**src/rtl/ahb_front_tl_pkg.sv**
```systemverilog
// Shared TileLink-UL opcode constants and payload structs for the AHB front-port buffer.
// The source ID is carried beside these structs because its width is a per-instance parameter.
package ahb_front_tl_pkg;

    localparam logic [2:0] TL_A_PUT_FULL        = 3'd0;
    localparam logic [2:0] TL_A_PUT_PARTIAL     = 3'd1;
    localparam logic [2:0] TL_A_GET             = 3'd4;
    localparam logic [2:0] TL_D_ACCESS_ACK      = 3'd0;
    localparam logic [2:0] TL_D_ACCESS_ACK_DATA = 3'd1;

    typedef struct packed {
        logic [2:0]  opcode;
        logic [2:0]  param;
        logic [2:0]  size;
        logic [31:0] address;
        logic [3:0]  mask;
        logic [31:0] data;
    } tl_a_pl_t;

    typedef struct packed {
        logic [2:0]  opcode;
        logic [2:0]  size;
        logic        denied;
        logic        corrupt;
        logic [31:0] data;
    } tl_d_pl_t;

endpackage

```
**src/rtl/ahb_front_tl_buffer_queue.sv**
```systemverilog
// Generic 2-entry registered FIFO. Both ready and valid come straight from the occupancy register,
// so nothing on the push side depends combinationally on the pop side or vice versa.
module tl_queue2 #(
    parameter int W = 8
) (
    input  logic         clock,
    input  logic         reset_n,
    input  logic         push_valid,
    output logic         push_ready,
    input  logic [W-1:0] push_data,
    output logic         pop_valid,
    input  logic         pop_ready,
    output logic [W-1:0] pop_data
);

    logic [W-1:0] mem [2];
    logic         wr_ptr;
    logic         rd_ptr;
    logic [1:0]   count;
    logic [1:0]   count_next;
    logic         push_fire;
    logic         pop_fire;

    assign push_ready = (count != 2'd2);
    assign pop_valid  = (count != 2'd0);
    assign push_fire  = push_valid && push_ready;
    assign pop_fire   = pop_valid && pop_ready;

    // Storage is not reset; the empty-gate keeps stale contents off the output.
    assign pop_data = pop_valid ? mem[rd_ptr] : '0;

    always_ff @(posedge clock) begin
        if (push_fire) begin
            mem[wr_ptr] <= push_data;
        end
    end

    always_comb begin
        count_next = count;
        case ({push_fire, pop_fire})
            2'b10:   count_next = count + 2'd1;
            2'b01:   count_next = count - 2'd1;
            default: count_next = count;
        endcase
    end

    always_ff @(posedge clock or negedge reset_n) begin
        if (!reset_n) begin
            wr_ptr <= 1'b0;
            rd_ptr <= 1'b0;
            count  <= 2'd0;
        end else begin
            if (push_fire) begin
                wr_ptr <= ~wr_ptr;
            end
            if (pop_fire) begin
                rd_ptr <= ~rd_ptr;
            end
            count <= count_next;
        end
    end

endmodule

```
**src/rtl/ahb_front_tl_buffer.sv**
```systemverilog
// Registered TileLink-UL buffer between the AHB front-port bridge and the fabric:
// 2-entry A and D queues, an outstanding-request cap, and a sticky unexpected-response flag.
module ahb_front_tl_buffer
    import ahb_front_tl_pkg::*;
#(
    parameter int SRC_W        = 1,
    parameter int MAX_INFLIGHT = 4
) (
    input  logic             clock,
    input  logic             reset_n,

    input  logic             up_a_valid,
    output logic             up_a_ready,
    input  logic [2:0]       up_a_opcode,
    input  logic [2:0]       up_a_param,
    input  logic [2:0]       up_a_size,
    input  logic [SRC_W-1:0] up_a_source,
    input  logic [31:0]      up_a_address,
    input  logic [3:0]       up_a_mask,
    input  logic [31:0]      up_a_data,

    output logic             dn_a_valid,
    input  logic             dn_a_ready,
    output logic [2:0]       dn_a_opcode,
    output logic [2:0]       dn_a_param,
    output logic [2:0]       dn_a_size,
    output logic [SRC_W-1:0] dn_a_source,
    output logic [31:0]      dn_a_address,
    output logic [3:0]       dn_a_mask,
    output logic [31:0]      dn_a_data,

    input  logic             dn_d_valid,
    output logic             dn_d_ready,
    input  logic [2:0]       dn_d_opcode,
    input  logic [2:0]       dn_d_size,
    input  logic [SRC_W-1:0] dn_d_source,
    input  logic             dn_d_denied,
    input  logic             dn_d_corrupt,
    input  logic [31:0]      dn_d_data,

    output logic             up_d_valid,
    input  logic             up_d_ready,
    output logic [2:0]       up_d_opcode,
    output logic [2:0]       up_d_size,
    output logic [SRC_W-1:0] up_d_source,
    output logic             up_d_denied,
    output logic             up_d_corrupt,
    output logic [31:0]      up_d_data,

    output logic [3:0]       inflight,
    output logic             err_unexpected_d
);

    localparam int A_W = $bits(tl_a_pl_t) + SRC_W;
    localparam int D_W = $bits(tl_d_pl_t) + SRC_W;
    localparam logic [3:0] LIMIT = 4'(MAX_INFLIGHT);

    // Handshake: a beat transfers on a rising edge where valid and ready are both high;
    // valid never waits on ready, and every valid/ready here is a function of registers only.

    tl_a_pl_t         a_in_pl;
    tl_a_pl_t         a_out_pl;
    tl_d_pl_t         d_in_pl;
    tl_d_pl_t         d_out_pl;
    logic [A_W-1:0]   a_in_word;
    logic [A_W-1:0]   a_out_word;
    logic [D_W-1:0]   d_in_word;
    logic [D_W-1:0]   d_out_word;

    logic             a_q_valid;
    logic             issue_ok;
    logic             a_fire;
    logic             d_in_fire;
    logic             d_out_fire;
    logic             unexpected;
    logic [3:0]       inflight_next;

    always_comb begin
        a_in_pl         = '0;
        a_in_pl.opcode  = up_a_opcode;
        a_in_pl.param   = up_a_param;
        a_in_pl.size    = up_a_size;
        a_in_pl.address = up_a_address;
        a_in_pl.mask    = up_a_mask;
        a_in_pl.data    = up_a_data;
        d_in_pl         = '0;
        d_in_pl.opcode  = dn_d_opcode;
        d_in_pl.size    = dn_d_size;
        d_in_pl.denied  = dn_d_denied;
        d_in_pl.corrupt = dn_d_corrupt;
        d_in_pl.data    = dn_d_data;
    end

    assign a_in_word = {up_a_source, a_in_pl};
    assign d_in_word = {dn_d_source, d_in_pl};

    // The A pop is held off entirely while the outstanding cap is reached.
    assign issue_ok   = (inflight < LIMIT);
    assign dn_a_valid = a_q_valid && issue_ok;

    tl_queue2 #(.W(A_W)) u_a_queue (
        .clock      (clock),
        .reset_n    (reset_n),
        .push_valid (up_a_valid),
        .push_ready (up_a_ready),
        .push_data  (a_in_word),
        .pop_valid  (a_q_valid),
        .pop_ready  (dn_a_ready && issue_ok),
        .pop_data   (a_out_word)
    );

    tl_queue2 #(.W(D_W)) u_d_queue (
        .clock      (clock),
        .reset_n    (reset_n),
        .push_valid (dn_d_valid),
        .push_ready (dn_d_ready),
        .push_data  (d_in_word),
        .pop_valid  (up_d_valid),
        .pop_ready  (up_d_ready),
        .pop_data   (d_out_word)
    );

    assign {dn_a_source, a_out_pl} = a_out_word;
    assign {up_d_source, d_out_pl} = d_out_word;

    assign dn_a_opcode  = a_out_pl.opcode;
    assign dn_a_param   = a_out_pl.param;
    assign dn_a_size    = a_out_pl.size;
    assign dn_a_address = a_out_pl.address;
    assign dn_a_mask    = a_out_pl.mask;
    assign dn_a_data    = a_out_pl.data;

    assign up_d_opcode  = d_out_pl.opcode;
    assign up_d_size    = d_out_pl.size;
    assign up_d_denied  = d_out_pl.denied;
    assign up_d_corrupt = d_out_pl.corrupt;
    assign up_d_data    = d_out_pl.data;

    assign a_fire     = dn_a_valid && dn_a_ready;
    assign d_in_fire  = dn_d_valid && dn_d_ready;
    assign d_out_fire = up_d_valid && up_d_ready;

    // A response is unexpected only if nothing is outstanding and no earlier response is still queued.
    assign unexpected = d_in_fire && (inflight == 4'd0) && !up_d_valid;

    always_comb begin
        inflight_next = inflight;
        if (a_fire && !d_out_fire) begin
            inflight_next = inflight + 4'd1;
        end else if (d_out_fire && !a_fire && (inflight != 4'd0)) begin
            inflight_next = inflight - 4'd1;
        end
    end

    always_ff @(posedge clock or negedge reset_n) begin
        if (!reset_n) begin
            inflight         <= 4'd0;
            err_unexpected_d <= 1'b0;
        end else begin
            inflight         <= inflight_next;
            err_unexpected_d <= err_unexpected_d || unexpected;
        end
    end

endmodule

```
**config.mk**
```make
export PLATFORM = sky130hd
export DESIGN_NAME = ahb_front_tl_buffer
export DESIGN_NICKNAME = d
export VERILOG_FILES = /design/src/rtl/ahb_front_tl_pkg.sv /design/src/rtl/ahb_front_tl_buffer_queue.sv /design/src/rtl/ahb_front_tl_buffer.sv
export SDC_FILE = /design/constraint.sdc
export NUM_CORES = 1
export LEC_CHECK = 0
export BUFFER_PORTS_ARGS = -buffer_cell sky130_fd_sc_hd__buf_2
export CAP_MARGIN = 20
export CORE_ASPECT_RATIO = 1.2
export CORE_MARGIN = 5
export CORE_UTILIZATION = 52
export DETAILED_ROUTE_END_ITERATION = 16
export PLACE_DENSITY_LB_ADDON = 0.2
export SLEW_MARGIN = 20
export SYNTH_ARGS = -nofsm -noshare
export SYNTH_HDL_FRONTEND = slang
export SYNTH_SLANG_ARGS = --single-unit
```
**constraint.sdc**
```tcl
create_clock -name clock -period 5.15 [get_ports clock]
set_input_delay 0.515 -clock clock [delete_from_list [all_inputs] [get_ports clock]]
set_output_delay 0.515 -clock clock [all_outputs]
set_load 0.05 [all_outputs]
```
==> impl_metrics.tcl, run 1 <==
set metrics [dict create \
    status "complete, no violations" \
    synthCells 563 \
    synth_top_area_share_pct 74.4 \
    die_area_um2 21300 \
    die_h_um 159 \
    gp_congestion 0.782 \
    synth.area.top_cells "edfxtp_1 74%, mux2i_1 13%, nor2_1 4.9%" \
    area_growth_pct 23.9 \
    grt_pass1_vias 6035 \
    clock_latency_ns 0.50 \
    finalSetupTns_ns 0 \
    rsz0062_at_grt "no" \
    slew_headroom_pct 28.4 \
    worstHoldPathCells 1 \
    ys_seq_area_share_pct 77.8 \
    die_w_um 134 \
    postCtsSetupBuffers 0 \
    coreArea_um2 18200 \
    drive_above_1_share_pct 36.2 \
    worstPathMaxFanout 58 \
    yosys_warnings 0 \
    crit_type "reg -> out" \
    cts_tree "built" \
    synth_area_um2 9600 \
    grt_antenna_before_repair 6 \
    max_cap_viol_count 0 \
    cts_root_buf "clkbuf_16" \
    critPathMaxStageDelay_ns 1.08 \
    r2r_cells 8 \
    worst_ep_required_time_ns 4.64 \
    grt_max_degree 80 \
    worstPathArrival_ns 2.69 \
    period_share_pct 62.2 \
    initial_utilization_pct 52.8 \
    via_per_inst 5.19 \
    grt_pass1_wl_um 31300 \
    finalSetupViolations 0 \
    hold_violations 0 \
    row_count 54 \
    synth_edf_count 238 \
    final_common_cell "buf_2" \
    cts.sinks 251 \
    synth-async-reset-ratio_pct 5.18 \
    cts_max_path_buffers 3 \
    layout_common_cells "252 x buf_2, 238 x edfxtp_1, 122 x nor2_1" \
    path_cells "buf_4 -> mux2i_1 -> nor2_1 -> buf_2" \
    antenna_left 0 \
    synthFlopType "edfxtp_1" \
    fin_crit_ns 3.20 \
    ys_seq_elements 251 \
    antenna_cells 0 \
    drtIter0Drc 294 \
    syn_avg_cell_area_um2 17.1 \
    worstHoldPathType "in -> reg" \
    start_kind "flop" \
    dr_total_vias 5488 \
    route.detailed.wl_per_inst_um 18.8 \
    syn_nets 693 \
    io_pins 253 \
    tightest_slew_ns 1.07 \
    synthDistinctLibCells 26 \
    drcViolationCount 0 \
    yosysTopAreaCell "edfxtp_1" \
    port_buffers 252 \
    endpoint_kind "primary output" \
    fin_skew_ns 0.00766 \
    slowest_stage "dfrtp_4" \
    cts_made_buffers 25 \
    slew_violations 0 \
    nets 953 \
    cts.htree.levels 1 \
    timing.fmax_mhz 312 \
    clkTransAtPathRegs_ns 0.06 \
    grt-ovfl-total 0 \
    grt_use_total_pct 18.2 \
    hpwl_um 13300 \
    wl_um 19900 \
    drt_pass1_iterations 4 \
]
flip-flops by register name (all words and copies together), names as in the netlist:
signal / count
u_d_queue.rd_ptr: 1
u_d_queue.count: 2
u_d_queue.mem: 82
u_a_queue.mem: 156
err_unexpected_d: 1
u_a_queue.wr_ptr: 1
u_a_queue.count: 2
u_d_queue.wr_ptr: 1
inflight: 4
u_a_queue.rd_ptr: 1
Yosys cell counts, types with 2 or more instances:
library cell  instances
xor2_1                4
and3_1                3
mux2_4                2
clkbuf_1             11
mux2i_1             120
nand2_1               2
xnor2_1               9
nand2b_1              2
dfrtp_1              13
nor2_1              126
inv_1                 3
edfxtp_1            238
ha_1                  4
buf_2                14
metrics by stage:
| step | worst slack, ns | hold WS [ns] | util (%) | cell area (um^2) | std cells |
|---|---|---|---|---|---|
| final | 1.95 | 0.202 | 65.5 | 11900 | 1058 |
| after detailed placement | 2.43 | 0.421 | 61.2 | 11100 | 1018 |
| after floorplan | 0.283 | 0.219 | - | 9600 | 563 |
| after global placement | 2.52 | 0.417 | 61.1 | 11100 | 1017 |
| after global routing | 1.74 | 0.173 | 65.5 | 11900 | 1058 |
| after CTS | 1.88 | 0.177 | 65.3 | 11900 | 1057 |
worst max-delay path: cells and delay by family, from the launching register on:
kind / cells / cell delay (ns)
DFF: 1 / 1.08
muxes: 1 / 0.25
buffers and inverters: 2 / 0.74
and+or+nand+nor: 1 / 0.07
cells by family after synthesis:
logic type,count (synthesis),share of synthesized area (%)
AO/OA/AOI/OAI,5,0.430
XOR/XNOR,13,1.19
adder cells (fa/ha/maj),5,0.730
buffers and inverters,29,1.36
flip-flops,251,77.8
multiplexers,122,12.8
AND/OR/NAND/NOR,138,5.67
area by class of cell:
| cell class | instances | area (um^2) |
|---|---|---|
| fillers | 1309 | 6270 |
| clock buffers | 30 | 644 |
| multi-input cells | 283 | 2040 |
| inverters | 3 | 11.3 |
| repair buffers | 259 | 1360 |
| flip-flops and latches | 251 | 7480 |
| well taps | 224 | 280 |
| clock inverters | 8 | 96.3 |
repair_timing:
action / 4_1_cts / 5_1_grt
hold buffers: 1 / 0
resized for setup: 0 / 0
endpoints found under the hold margin: 13 / 0
final timing paths:
path,startpoint,to,slack [ns]
max reg2reg,u_d_queue.count[0],inflight[3],2.84
min in group asynchronous,reset_n,inflight[0],0.44
min reg2reg,u_d_queue.rd_ptr,u_d_queue.rd_ptr,0.47
min,up_a_data[16],u_a_queue.mem[0][16],0.20
max,u_a_queue.rd_ptr,dn_a_address[12],1.95
max in group asynchronous,reset_n,u_a_queue.rd_ptr,4.45
routing by layer:
metal	GRT usage, %	wire length [um]	share of wire [%]	vias to the layer above
met3	6.90	1960	9.8	52
met5	0	68	0.34	-
met4	5.42	511	2.6	12
met2	31.5	9970	50	207
met1	21.2	7360	37	2625
li1	-	-	-	2592
Power of run 1 is left out: the tool's default activity adds up to more than one toggle a clock period on the data nets, which glitch-free logic cannot reach.
==> run 2: changes to the inputs <==
- CORE_UTILIZATION: 52 -> 47
- clock period: 5.15 -> 2.8 ns (I/O delays scaled with it)
==> run 2 against run 1 <==
  * Setup slack got worse by 1.7 ns
  * Non-clock buffer count grew 132
  * Sequential share of layout area down 6.4 points
  * Core utilization increased by 0.18 points
  * Routed wire length grew 7.0%
  * Worst hold slack lost 0.16 ns
  * Global-route usage fell by 0.87 points
  * First-iteration DRC count rose by 0.68%
  * Cell area is 11% higher
  * Register-to-register slack worse by 2.2 ns
  * Die area increased by 9.9%
  * Highest routed layer is now met4
  * Flip-flop and latch count did not move
==> impl_metrics.tcl, run 2 (synthesis gave the netlist of run 1 again) <==
set metrics [dict create \
    endpoint_kind "primary output" \
    fin_crit_ns 2.52 \
    endpoint "dn_a_data[4]" \
    nets 1084 \
    cts-hold-fix-buffers 120 \
    r2r_cells 9 \
    slew_violations 0 \
    area_growth_pct 38.0 \
    grt_pass1_wl_um 33200 \
    regToRegEndpoint "inflight[3]" \
    dp.cells 1073 \
    grt_pass1_vias 6643 \
    hpwl_um 13300 \
    initial_utilization_pct 47.6 \
    hold_violations 0 \
    antenna_left 0 \
    final_common_cell "buf_2" \
    worst_ep_required_time_ns 2.52 \
    via_per_inst 4.89 \
    crit_type "reg -> out" \
    multiInputGateArea_um2 2030 \
    clock_latency_ns 0.50 \
    port_buffers 252 \
    tightest_slew_ns 0.666 \
    cts_tree "built" \
    max_cap_viol_count 0 \
    clkTransAtPathRegs_ns 0.06 \
    postCtsSetupBuffers 0 \
    worstPathArrival_ns 2.24 \
    regMostFlops "u_a_queue.mem" \
    cts_root_buf "clkbuf_16" \
    fin_skew_ns 0.00923 \
    largest_register_ff_count 156 \
    die_w_um 140 \
    fillCellCount 1416 \
    gp_congestion 0.763 \
    drcViolationCount 0 \
    status "complete, no violations" \
    worstPathMaxFanout 36 \
    finalSetupViolations 0 \
    timing.fmax_mhz 397 \
    grt_antenna_before_repair 0 \
    slew_headroom_pct 55.6 \
    period_share_pct 89.9 \
    cts_max_path_buffers 3 \
    cts_made_buffers 24 \
    grt_use_total_pct 17.4 \
    row_count 57 \
    rsz0062_at_grt "no" \
    startpoint "u_a_queue.rd_ptr" \
    layoutNonFillerInstCount 1237 \
    ctsResizeCount 0 \
    worstHoldPathType "in -> reg" \
    io_pins 253 \
    dr_total_vias 6048 \
    utilization_pct 65.7 \
    finalSetupTns_ns 0 \
    cts.sinks 251 \
    r2r_setup_slack_ns 0.64 \
    die_area_um2 23400 \
    die_h_um 167 \
    route.detailed.wl_per_inst_um 17.2 \
    drtIter0Drc 296 \
    layout_common_cells "252 x buf_2, 238 x edfxtp_1, 122 x nor2_1" \
    start_kind "flop" \
    coreArea_um2 20200 \
    holdWs_ns 0.0452 \
    wl_um 21300 \
    r2r-start "u_d_queue.count[0]" \
    regArea_um2 7480 \
    reg.largest.list "u_a_queue.mem: 156 flops, u_d_queue.mem: 82 flops, inflight: 4 flops" \
    cts.htree.levels 1 \
    grt_max_degree 68 \
    drt_pass1_iterations 4 \
    grt-ovfl-total 0 \
    drive_above_1_share_pct 32.7 \
]
[run 2: changes by cell type in the layout (fill, tap and decap cells not counted), sizes merged, moves of 2 or more]
cell and change:
bufinv -2, dlygate4sd3 +119, buf +13, clkinv +9
[run 2: metal layers]
layer,vias up,global-route usage [%],share of wire (%)
met2,242,30.5,50
li1,2863,-,-
met1,2902,20.1,38
met4,0,5.35,2.4
met5,-,0,0
met3,41,5.76,9.3
[run 2: worst min path at each step]
stage / slack [ns] / cells after the start / to / start
2_1_floorplan: -0.02 / 0 / err_unexpected_d / reset_n
3_5_place_dp: 0.20 / 1 / inflight[0] / reset_n
3_3_place_gp: 0.19 / 1 / inflight[2] / reset_n
4_1_cts: 0.02 / 2 / err_unexpected_d / dn_d_valid
6_report: 0.05 / 2 / err_unexpected_d / dn_d_valid
5_1_grt: 0.03 / 2 / err_unexpected_d / dn_d_valid
[run 2: stage by stage]
stage / setup WS (ns) / instance area [um^2]
final: 0.284 / 13300
after global routing: 0.168 / 13300
after CTS: 0.227 / 13300
after detailed placement: 0.664 / 11300
after global placement: 0.689 / 11300
after floorplan: 0.0878 / 9610
[run 2: layout make-up]
cell class              instances  area share, %
diodes                          1         0.0189
clock buffers                  29           4.83
clock inverters                14          0.500
inverters                       3         0.0850
multi-input cells             283           15.3
flip-flops and latches        251           56.4
well taps                     265           2.50
repair buffers                391           20.3
[run 2: critical path, stage by stage (launching register included)]
cell	delay, ns
dfrtp_4	0.84
buf_4	0.33
mux2i_1	0.27
nor2_1	0.06
buf_2	0.22
Power of run 2 is left out for the same reason.
